**src/rtl/cam_pixel_capture.sv**
```systemverilog
// cam_pixel_capture: OV7670 byte stream -> RGB444 {B,G,R} frame-buffer writes plus frame/line bookkeeping.
// Latency: 2 clk from the second byte of a pixel on the pins to pix_we.
// Backpressure: none, because the camera cannot be stalled; writes past the buffer end are dropped and flagged.
// Optional: define CAM_LINE_PAD_EN to drop pixels beyond H_ACTIVE and zero-pad short lines to H_ACTIVE.
module cam_pixel_capture #(
  parameter int H_ACTIVE = 640,
  parameter int V_ACTIVE = 480,
  parameter int ADDR_W   = 19
) (
  input  logic              clk,
  input  logic              rstn,
  input  logic              cam_vsynk,
  input  logic              cam_href,
  input  logic [7:0]        cam_data,
  input  logic              capture_en,
  input  logic              snap_req,
  input  logic              err_clr,
  output logic              pix_we,
  output logic [ADDR_W-1:0] pix_addr,
  output logic [11:0]       pix_data,
  output logic              frame_start,
  output logic              frame_done,
  output logic              busy,
  output logic [9:0]        line_cnt,
  output logic              err_line,
  output logic              err_ovf
);

  localparam logic [ADDR_W-1:0] ADDR_LAST = ADDR_W'(H_ACTIVE * V_ACTIVE - 1);
  localparam logic [15:0]       H_CNT     = 16'(H_ACTIVE);

  typedef enum logic [1:0] {S_IDLE, S_ARM, S_CAPTURE, S_DONE} state_t;

  state_t      state, state_nxt;
  logic        vs_q, vs_qq, hr_q, hr_qq;
  logic [7:0]  d_q;
  logic        vs_fall, vs_rise, hr_rise, hr_fall;
  logic        cap, arm_go;
  logic        phase;
  logic [3:0]  r_q;
  logic        full_q;
  logic        started_q;
  logic [15:0] px_cnt;
  logic        pix_fire, pad_fire, line_end, line_bad, want_wr, ovf_hit, do_wr;
`ifdef CAM_LINE_PAD_EN
  logic        pad_act;
`endif

  assign vs_fall = vs_qq & ~vs_q;
  assign vs_rise = ~vs_qq & vs_q;
  assign hr_rise = ~hr_qq & hr_q;
  assign hr_fall = hr_qq & ~hr_q;

  // Register camera pins once; the extra vsync/href stage feeds edge detection
  always_ff @(posedge clk or negedge rstn) begin
    if (!rstn) begin
      vs_q  <= 1'b0;
      vs_qq <= 1'b0;
      hr_q  <= 1'b0;
      hr_qq <= 1'b0;
      d_q   <= 8'h00;
    end else begin
      vs_q  <= cam_vsynk;
      vs_qq <= vs_q;
      hr_q  <= cam_href;
      hr_qq <= hr_q;
      d_q   <= cam_data;
    end
  end

  // Capture FSM state register
  always_ff @(posedge clk or negedge rstn) begin
    if (!rstn) state <= S_IDLE;
    else       state <= state_nxt;
  end

  // Next state: arm on a request, start on vsync fall, end on vsync rise; snap_req only matters in IDLE
  always_comb begin
    state_nxt = state;
    case (state)
      S_IDLE:    if (snap_req || capture_en) state_nxt = S_ARM;
      S_ARM:     if (vs_fall) state_nxt = S_CAPTURE;
      S_CAPTURE: if (vs_rise) state_nxt = S_DONE;
      S_DONE:    state_nxt = capture_en ? S_ARM : S_IDLE;
      default:   state_nxt = S_IDLE;
    endcase
  end

  // FSM decoded outputs
  always_comb begin
    busy   = (state != S_IDLE);
    cap    = (state == S_CAPTURE);
    arm_go = (state == S_ARM) && vs_fall;
  end

  // Write decision: a completed byte pair (or a pad slot) writes unless the buffer is already full
  always_comb begin
    pix_fire = cap && hr_q && phase;
    line_end = cap && hr_fall;
    line_bad = line_end && (px_cnt != H_CNT);
`ifdef CAM_LINE_PAD_EN
    pad_fire = cap && pad_act && !hr_q;
    want_wr  = (pix_fire && (px_cnt < H_CNT)) || pad_fire;
`else
    pad_fire = 1'b0;
    want_wr  = pix_fire;
`endif
    ovf_hit  = want_wr && (full_q || (pix_we && (pix_addr == ADDR_LAST)));
    do_wr    = want_wr && !ovf_hit;
  end

  // Byte pairing: first byte gives R, second byte gives B (low nibble) and G (high nibble)
  always_ff @(posedge clk or negedge rstn) begin
    if (!rstn) begin
      phase    <= 1'b0;
      r_q      <= 4'h0;
      pix_data <= 12'h000;
      pix_we   <= 1'b0;
    end else begin
      phase  <= (cap && hr_q) ? ~phase : 1'b0;
      pix_we <= do_wr;
      if (cap && hr_q && !phase) r_q <= d_q[3:0];
      if (pix_fire)      pix_data <= {d_q[3:0], d_q[7:4], r_q};
      else if (pad_fire) pix_data <= 12'h000;
    end
  end

  // Address: advance after each write, never past the last buffer slot
  always_ff @(posedge clk or negedge rstn) begin
    if (!rstn) begin
      pix_addr <= '0;
      full_q   <= 1'b0;
    end else if (arm_go) begin
      pix_addr <= '0;
      full_q   <= 1'b0;
    end else if (pix_we) begin
      if (pix_addr == ADDR_LAST) full_q <= 1'b1;
      else                       pix_addr <= pix_addr + 1'b1;
    end
  end

  // Line accounting and frame pulses; pixel count restarts on each href rise
  always_ff @(posedge clk or negedge rstn) begin
    if (!rstn) begin
      px_cnt      <= 16'h0000;
      line_cnt    <= 10'h000;
      started_q   <= 1'b0;
      frame_start <= 1'b0;
      frame_done  <= 1'b0;
    end else begin
      frame_start <= cap && hr_rise && !started_q;
      frame_done  <= cap && vs_rise;
      if (arm_go) begin
        px_cnt    <= 16'h0000;
        line_cnt  <= 10'h000;
        started_q <= 1'b0;
      end else begin
        if (cap && hr_rise) begin
          px_cnt    <= 16'h0000;
          started_q <= 1'b1;
        end else if ((pix_fire || pad_fire) && (px_cnt != 16'hFFFF)) begin
          px_cnt <= px_cnt + 1'b1;
        end
        if (line_end && (line_cnt != 10'h3FF)) line_cnt <= line_cnt + 1'b1;
      end
    end
  end

  // Sticky error flags; a new error in the same cycle as err_clr stays set
  always_ff @(posedge clk or negedge rstn) begin
    if (!rstn) begin
      err_line <= 1'b0;
      err_ovf  <= 1'b0;
    end else begin
      if (line_bad)     err_line <= 1'b1;
      else if (err_clr) err_line <= 1'b0;
      if (ovf_hit)      err_ovf  <= 1'b1;
      else if (err_clr) err_ovf  <= 1'b0;
    end
  end

`ifdef CAM_LINE_PAD_EN
  // Zero-pad a short line one pixel per clk; a new href rise abandons the padding
  always_ff @(posedge clk or negedge rstn) begin
    if (!rstn)                                      pad_act <= 1'b0;
    else if (!cap || hr_q)                          pad_act <= 1'b0;
    else if (line_end)                              pad_act <= (px_cnt < H_CNT);
    else if (pad_fire && (px_cnt + 16'd1 >= H_CNT)) pad_act <= 1'b0;
  end
`endif

endmodule

```
**config.mk**
```make
export PLATFORM = sky130hd
export DESIGN_NAME = cam_pixel_capture
export DESIGN_NICKNAME = d
export VERILOG_FILES = /design/src/rtl/cam_pixel_capture.sv
export SDC_FILE = /design/constraint.sdc
export NUM_CORES = 1
export LEC_CHECK = 0
export BUFFER_PORTS_ARGS = -buffer_cell sky130_fd_sc_hd__buf_2
export CELL_PAD_IN_SITES_DETAIL_PLACEMENT = 1
export CELL_PAD_IN_SITES_GLOBAL_PLACEMENT = 1
export CORE_MARGIN = 8
export CORE_UTILIZATION = 41
export CTS_BUF_LIST = sky130_fd_sc_hd__clkbuf_16
export CTS_CLUSTER_DIAMETER = 80
export DETAILED_ROUTE_END_ITERATION = 8
export GPL_TIMING_DRIVEN = 1
export PLACE_DENSITY_LB_ADDON = 0.1
export SLEW_MARGIN = 15
export SYNTH_ARGS = -nofsm -noshare
export SYNTH_HDL_FRONTEND = slang
export SYNTH_SLANG_ARGS = --single-unit
```
**constraint.sdc**
```tcl
create_clock -name clk -period 3.6 [get_ports clk]
set_input_delay 0.72 -clock clk [delete_from_list [all_inputs] [get_ports clk]]
set_output_delay 0.72 -clock clk [all_outputs]
set_load 0.01 [all_outputs]
```
**After elaboration in Yosys (flattened, before gate mapping)**

Cells that the tools add are included.

- Register bits: 83
- Bits of input ports: 15
- Output and inout bits: 47
- Logic and storage cells: 95

- $add $sub $neg: 3
- Eq/ne operators: 11
- Muxes and demuxes: 22
- Bitwise gates (word level): 9
- Reductions and logical operators: 31

Operators with widths:

| cell | count |
|---|---|
| $mux W19 | 3 |
| $mux W16 | 3 |
| $mux W10 | 2 |
| $add A19 B1 Y19 const B | 1 |
| $eq A19 B19 Y1 const B | 1 |
| $add A16 B1 Y16 const B | 1 |
| $ne A16 B10 Y1 const B | 1 |
| $ne A16 B16 Y1 const B | 1 |
| $logic_and A1 B1 Y1 | 14 |
| $reduce_bool A2 Y1 | 7 |
| $add A10 B1 Y10 const B | 1 |
| $mux W1 | 10 |
| $ne A10 B10 Y1 const B | 1 |
| $ne A2 B2 Y1 const B | 4 |
| $pmux W2 S4 | 1 |
| $mux W2 | 3 |
| $not A1 Y1 | 5 |
| $and A1 B1 Y1 | 4 |
| $eq A2 B2 Y1 const B | 2 |
| $reduce_and A2 Y1 | 2 |
| $logic_not A1 Y1 | 3 |
| $reduce_and A3 Y1 | 1 |
| $reduce_bool A3 Y1 | 1 |
| $eq A2 B1 Y1 const B | 1 |
| 2 further kinds | 3 |

**Longest topological paths before layout**

- Depth in word-level cells: 7
- Mapped depth: 9
- Gate-level depth less buffers: 7

**Worst setup path before layout**

Ideal clock, no wire load.

- Path kind: flip-flop to flip-flop
- Start: register state[0]
- End: register px_cnt[14]
- Setup time: 0.132 ns
- Arrival: 1.786 ns
- Data required time: 3.468 ns
- Slack: 1.682 ns
- Cell stages (with the launch flop): 10
- Buffers on the path: 2
- Period minus slack after synthesis: 1.918 ns
- Path through: dfrtp_1 > inv_1 > ha_1 > buf_2 > nand3_2 > or2_1 > buf_2 > nor4_2 > xnor2_1 > nor2_1

- Longest elaborated chain between the ends: 5
- Elaborated cells on any way between the ends: 10
- Those cells by class: eq/ne: 2; mux: 2; reduce/logical: 6

Ends and longest elaborated chain:

| what | RTL line | source |
|---|---|---|
| from (decl) | 34 | `state_t state, state_nxt;` |
| from (signal assigned) | 74 | `else state <= state_nxt;` |
| $eq A2 B2 Y1 | 92 | `cap = (state == S_CAPTURE);` |
| $logic_and A1 B1 Y1 (2 in series) | 98 | `pix_fire = cap && hr_q && phase;` |
| $logic_and A1 B1 Y1 | 161 | `end else if ((pix_fire \|\| pad_fire) && (px_cnt != 16'hFFFF)) begin` |
| $reduce_bool A3 Y1 (no source line) | n/a |  |
| to (signal assigned) | 162 | `px_cnt <= px_cnt + 1'b1;` |
| to (decl) | 43 | `logic [15:0] px_cnt;` |

Parallel ways exist; a longest one is shown, timed or not.
A chain may end at the register's enable or synchronous reset.

**Worst setup path after layout**

Ends and elaborated chain as after synthesis.

==> qor.csv <==
stage,metric,value,unit
status,result of the run,"complete, no violations",
floorplanning,Die X-Extent,114,um
power,Peak VDD IR,0.282,mV
power,Sw Share,31.6,%
cells_and_area,register cell area after layout,2080,sq um
place,GP Congestion,0.747,
timing,RSZ-0062 raised after global routing,false,
route,average vias per placed instance,5.26,
job,max-capacitance violation count,0,
cells_and_area,share of cells above drive strength 1,22.4,%
cells_and_area,layout overhead on the synthesized area,18.2,%
critical_path,critical path's largest stage delay,530,ps
power,internal power,1.76,mW
floorplanning,row count,35,
synthesis,sequential-to-total area share from yosys stat,52.7,%
clocking,number of hold buffers added after CTS,0,
timing,final worst-path cycle share,68.4,%
synthesis,number of flip-flops and latches in the synthesized netlist,83,
clocking,number of buffers created by CTS,9,
route,final antenna-violating net count,0,
timing,fin crit period,2460,ps
synthesis,nets in the synthesized netlist,408,
critical_path,startpoint of the worst register-to-register path,state[0],
grt,number of antenna violations at the first check in global routing,0,
grt,vias in the first global route,3269,
route,DR WL/cell,16.8,um
clocking,Resized cells post-CTS,0,
timing,worst clock skew,8.27,ps
grt,largest net degree at the start of global routing,84,
grt,layer carrying the most global-route usage,met2,
cells_and_area,Post-layout nets,469,
power,combinational share of power,19.9,%
grt,GRT Overall Usage,15.6,%
grt,total congestion overflow,0,
power,static power due to leakage,2.20,nW
synthesis,number of instances in the synthesized netlist,384,
critical_path,R2R Path End,px_cnt[14],
clocking,CTS tree,done,
clocking,clock latency at the later pin of the worst-skew pair,330,ps
synthesis,"EDFF count, synth",0,
critical_path,CP Launch Type,flip-flop,
timing,final count of pins violating max slew,0,
route,vias,3048,
timing,Slew headroom,49.1,%
power,share of total power in sequential cells,45.7,%
grt,met3 track utilization from global routing,4.01,%
route,number of violations reported at the end of detailed-routing iteration 0,108,
floorplanning,number of top-level pins,62,
timing,measured slew at the worst slew-check pin,764,ps
floorplanning,Die Y,114,um
critical_path,Critical Path RT,3810,ps
timing,achievable clock frequency,406,MHz
synthesis,fraction of registers with async set/reset,100,%
power,switching pwr,816,uW
synthesis,most used flip-flop cell after synthesis,dfrtp_1,
synthesis,synthesized area per cell,10.3,sq um
route,length of the first detailed-routing pass in iterations,4,
floorplanning,Placeable Area,9280,sq um
critical_path,flop2flop setup slack,1140,ps
critical_path,Worst Reg-to-Reg Cells,7,
grt,met1 GRT Util,19.8,%
critical_path,Critical Path Sink Type,flip-flop,
place,number of input and output port buffers inserted,61,
critical_path,data arrival time at the worst-slack endpoint,2670,ps
critical_path,cell with the largest stage delay on the worst path,or2_1,
hold_path,class of the worst hold path,primary input to async pin,
cells_and_area,multi-input combinational cell area,1770,sq um
grt,global-route wire length before repair,16.4,mm
timing,final setup violation count,0,
route,final wirelength,9.73,mm
clocking,total number of clock tree sinks,83,
place,HPWL Detailed,6.69,mm
clocking,maximum buffer depth of the clock tree,2,
synthesis,"Warnings, synthesis",0,
timing,final hold violation count,0,
timing,setup slack after layout,1140,ps
place,placement-stage worst setup slack,1120,ps
clocking,CTS Root Buffer Type,clkbuf_16,
clocking,H-tree depth,3,
synthesis,combined area of all synthesized cells,3940,sq um
critical_path,top fanout value on the critical path,18,
power,PD cells,554,nW/um^2
critical_path,critical path type,flip-flop to flip-flop,
cells_and_area,number of inserted diodes,0,
synthesis,distinct cell type count after synthesis,50,
floorplanning,area enclosed by the die boundary,13000,sq um
grt,met2 Resource Use GR,25.7,%
timing,Total Neg Setup Slack,0,ps
power,clock network fraction of design power,34.3,%
clocking,Post-CTS Setup Inserts,0,
cells_and_area,number of inserted filler cells in the final layout,1074,
floorplanning,starting utilization of the core area,42.4,%
clocking,"CTS clk-pin slew, worst paths",70,ps
route,DRC violations left,0,
critical_path,cells traversed along the worst timing path,inv_1 > ha_1 > nand3_2 > or2_1 > nor4_2 > xnor2_1 > nor2_1,
-- kinds of logic after synthesis --
kind of cell | share of synthesized area (%)
compound gates | 6.93
buf+inv | 2.42
simple gates | 26.1
fa+ha+maj | 2.86
mux | 1.43
xor+xnor | 7.56
flops | 52.7
-- worst max-delay path: cells and delay by family, from the launching register on --
family / cells / cell delay [ps]
buffers and inverters: 1 / 150
XOR/XNOR: 1 / 150
adder cells (fa/ha/maj): 1 / 340
AND/OR/NAND/NOR: 4 / 1290
flip-flops: 1 / 410
-- final cells by class --
cell class | count | share of cell area (%)
Clock inverter | 7 | 1.32
Timing Repair Buffer | 63 | 7.02
Tap cell | 129 | 3.47
Sequential cell | 83 | 44.6
Multi-Input combinational cell | 278 | 37.9
Inverter | 10 | 0.806
Clock buffer | 9 | 4.84
-- power groups by stage --
stage / sequential, mW / combinational [mW] / clock [mW]
floorplan: 1.22 / 0.271 / 0
global route: 1.20 / 0.587 / 0.944
CTS: 1.18 / 0.527 / 0.914
finish: 1.18 / 0.514 / 0.886
global placement: 1.19 / 0.496 / 0
detailed placement: 1.20 / 0.521 / 0
-- cell usage after synthesis (9+ instances only) --
cell,count,share of area [%]
ha_1,9,2.9
inv_1,10,0.95
xor2_1,19,4.2
dfrtp_1,83,53
nand3_1,18,2.3
nand2_1,56,5.3
nor3_1,11,1.4
nor2_1,47,4.5
xnor2_1,15,3.3
nand4_1,15,2.4
-- flip-flops by register name, indices dropped and copies added (netlist names), 2 cells and up --
name and count:
pix_addr 19, px_cnt 16, pix_data 12, line_cnt 10
d_q 8, r_q 4, state 2
-- worst max-delay path by stage --
stage / start / end / slack [ps] / depth (start not counted)
6_report: state[0] / px_cnt[14] / 1140 / 7
3_3_place_gp: state[0] / px_cnt[14] / 1230 / 7
5_1_grt: state[0] / px_cnt[14] / 960 / 7
3_5_place_dp: state[0] / px_cnt[14] / 1120 / 7
2_1_floorplan: state[0] / px_cnt[14] / 1680 / 9
4_1_cts: state[0] / px_cnt[14] / 1100 / 7
-- layer usage --
metal	share of wire [%]	routed length [um]
met5	0	0
met4	0.65	63
met3	4.8	468
met2	48	4660
met1	47	4530
-- cells in the final DEF, fill, tap and decap left out, drive strengths merged, types with 3 or more instances in the layout --
cell type / count
dfrtp: 83
buf: 63
nand2: 56
nor2: 48
nand3: 20
xor2: 19
nand4: 16
xnor2: 15
nor3: 15
inv: 13
o21ai: 10
nor4: 10
ha: 9
clkbuf: 9
and3: 8
a21oi: 8
and4: 5
mux2: 5
and2: 3
a31oi: 3
clkinv: 3
-- stage by stage --
| stage | utilization (%) | std cells | power [mW] | hold WS, ps | area [sq um] |
|---|---|---|---|---|---|
| after global routing | 50.1 | 579 | 2.73 | 470 | 4650 |
| final | 50.1 | 579 | 2.58 | 421 | 4650 |
| after detailed placement | 47.0 | 563 | 1.72 | 425 | 4360 |
| after CTS | 50.1 | 579 | 2.62 | 434 | 4650 |
| after floorplan | - | 384 | 1.49 | 401 | 3940 |
| after global placement | 47.0 | 563 | 1.69 | 420 | 4360 |
Power figures use the tool's default switching activity.
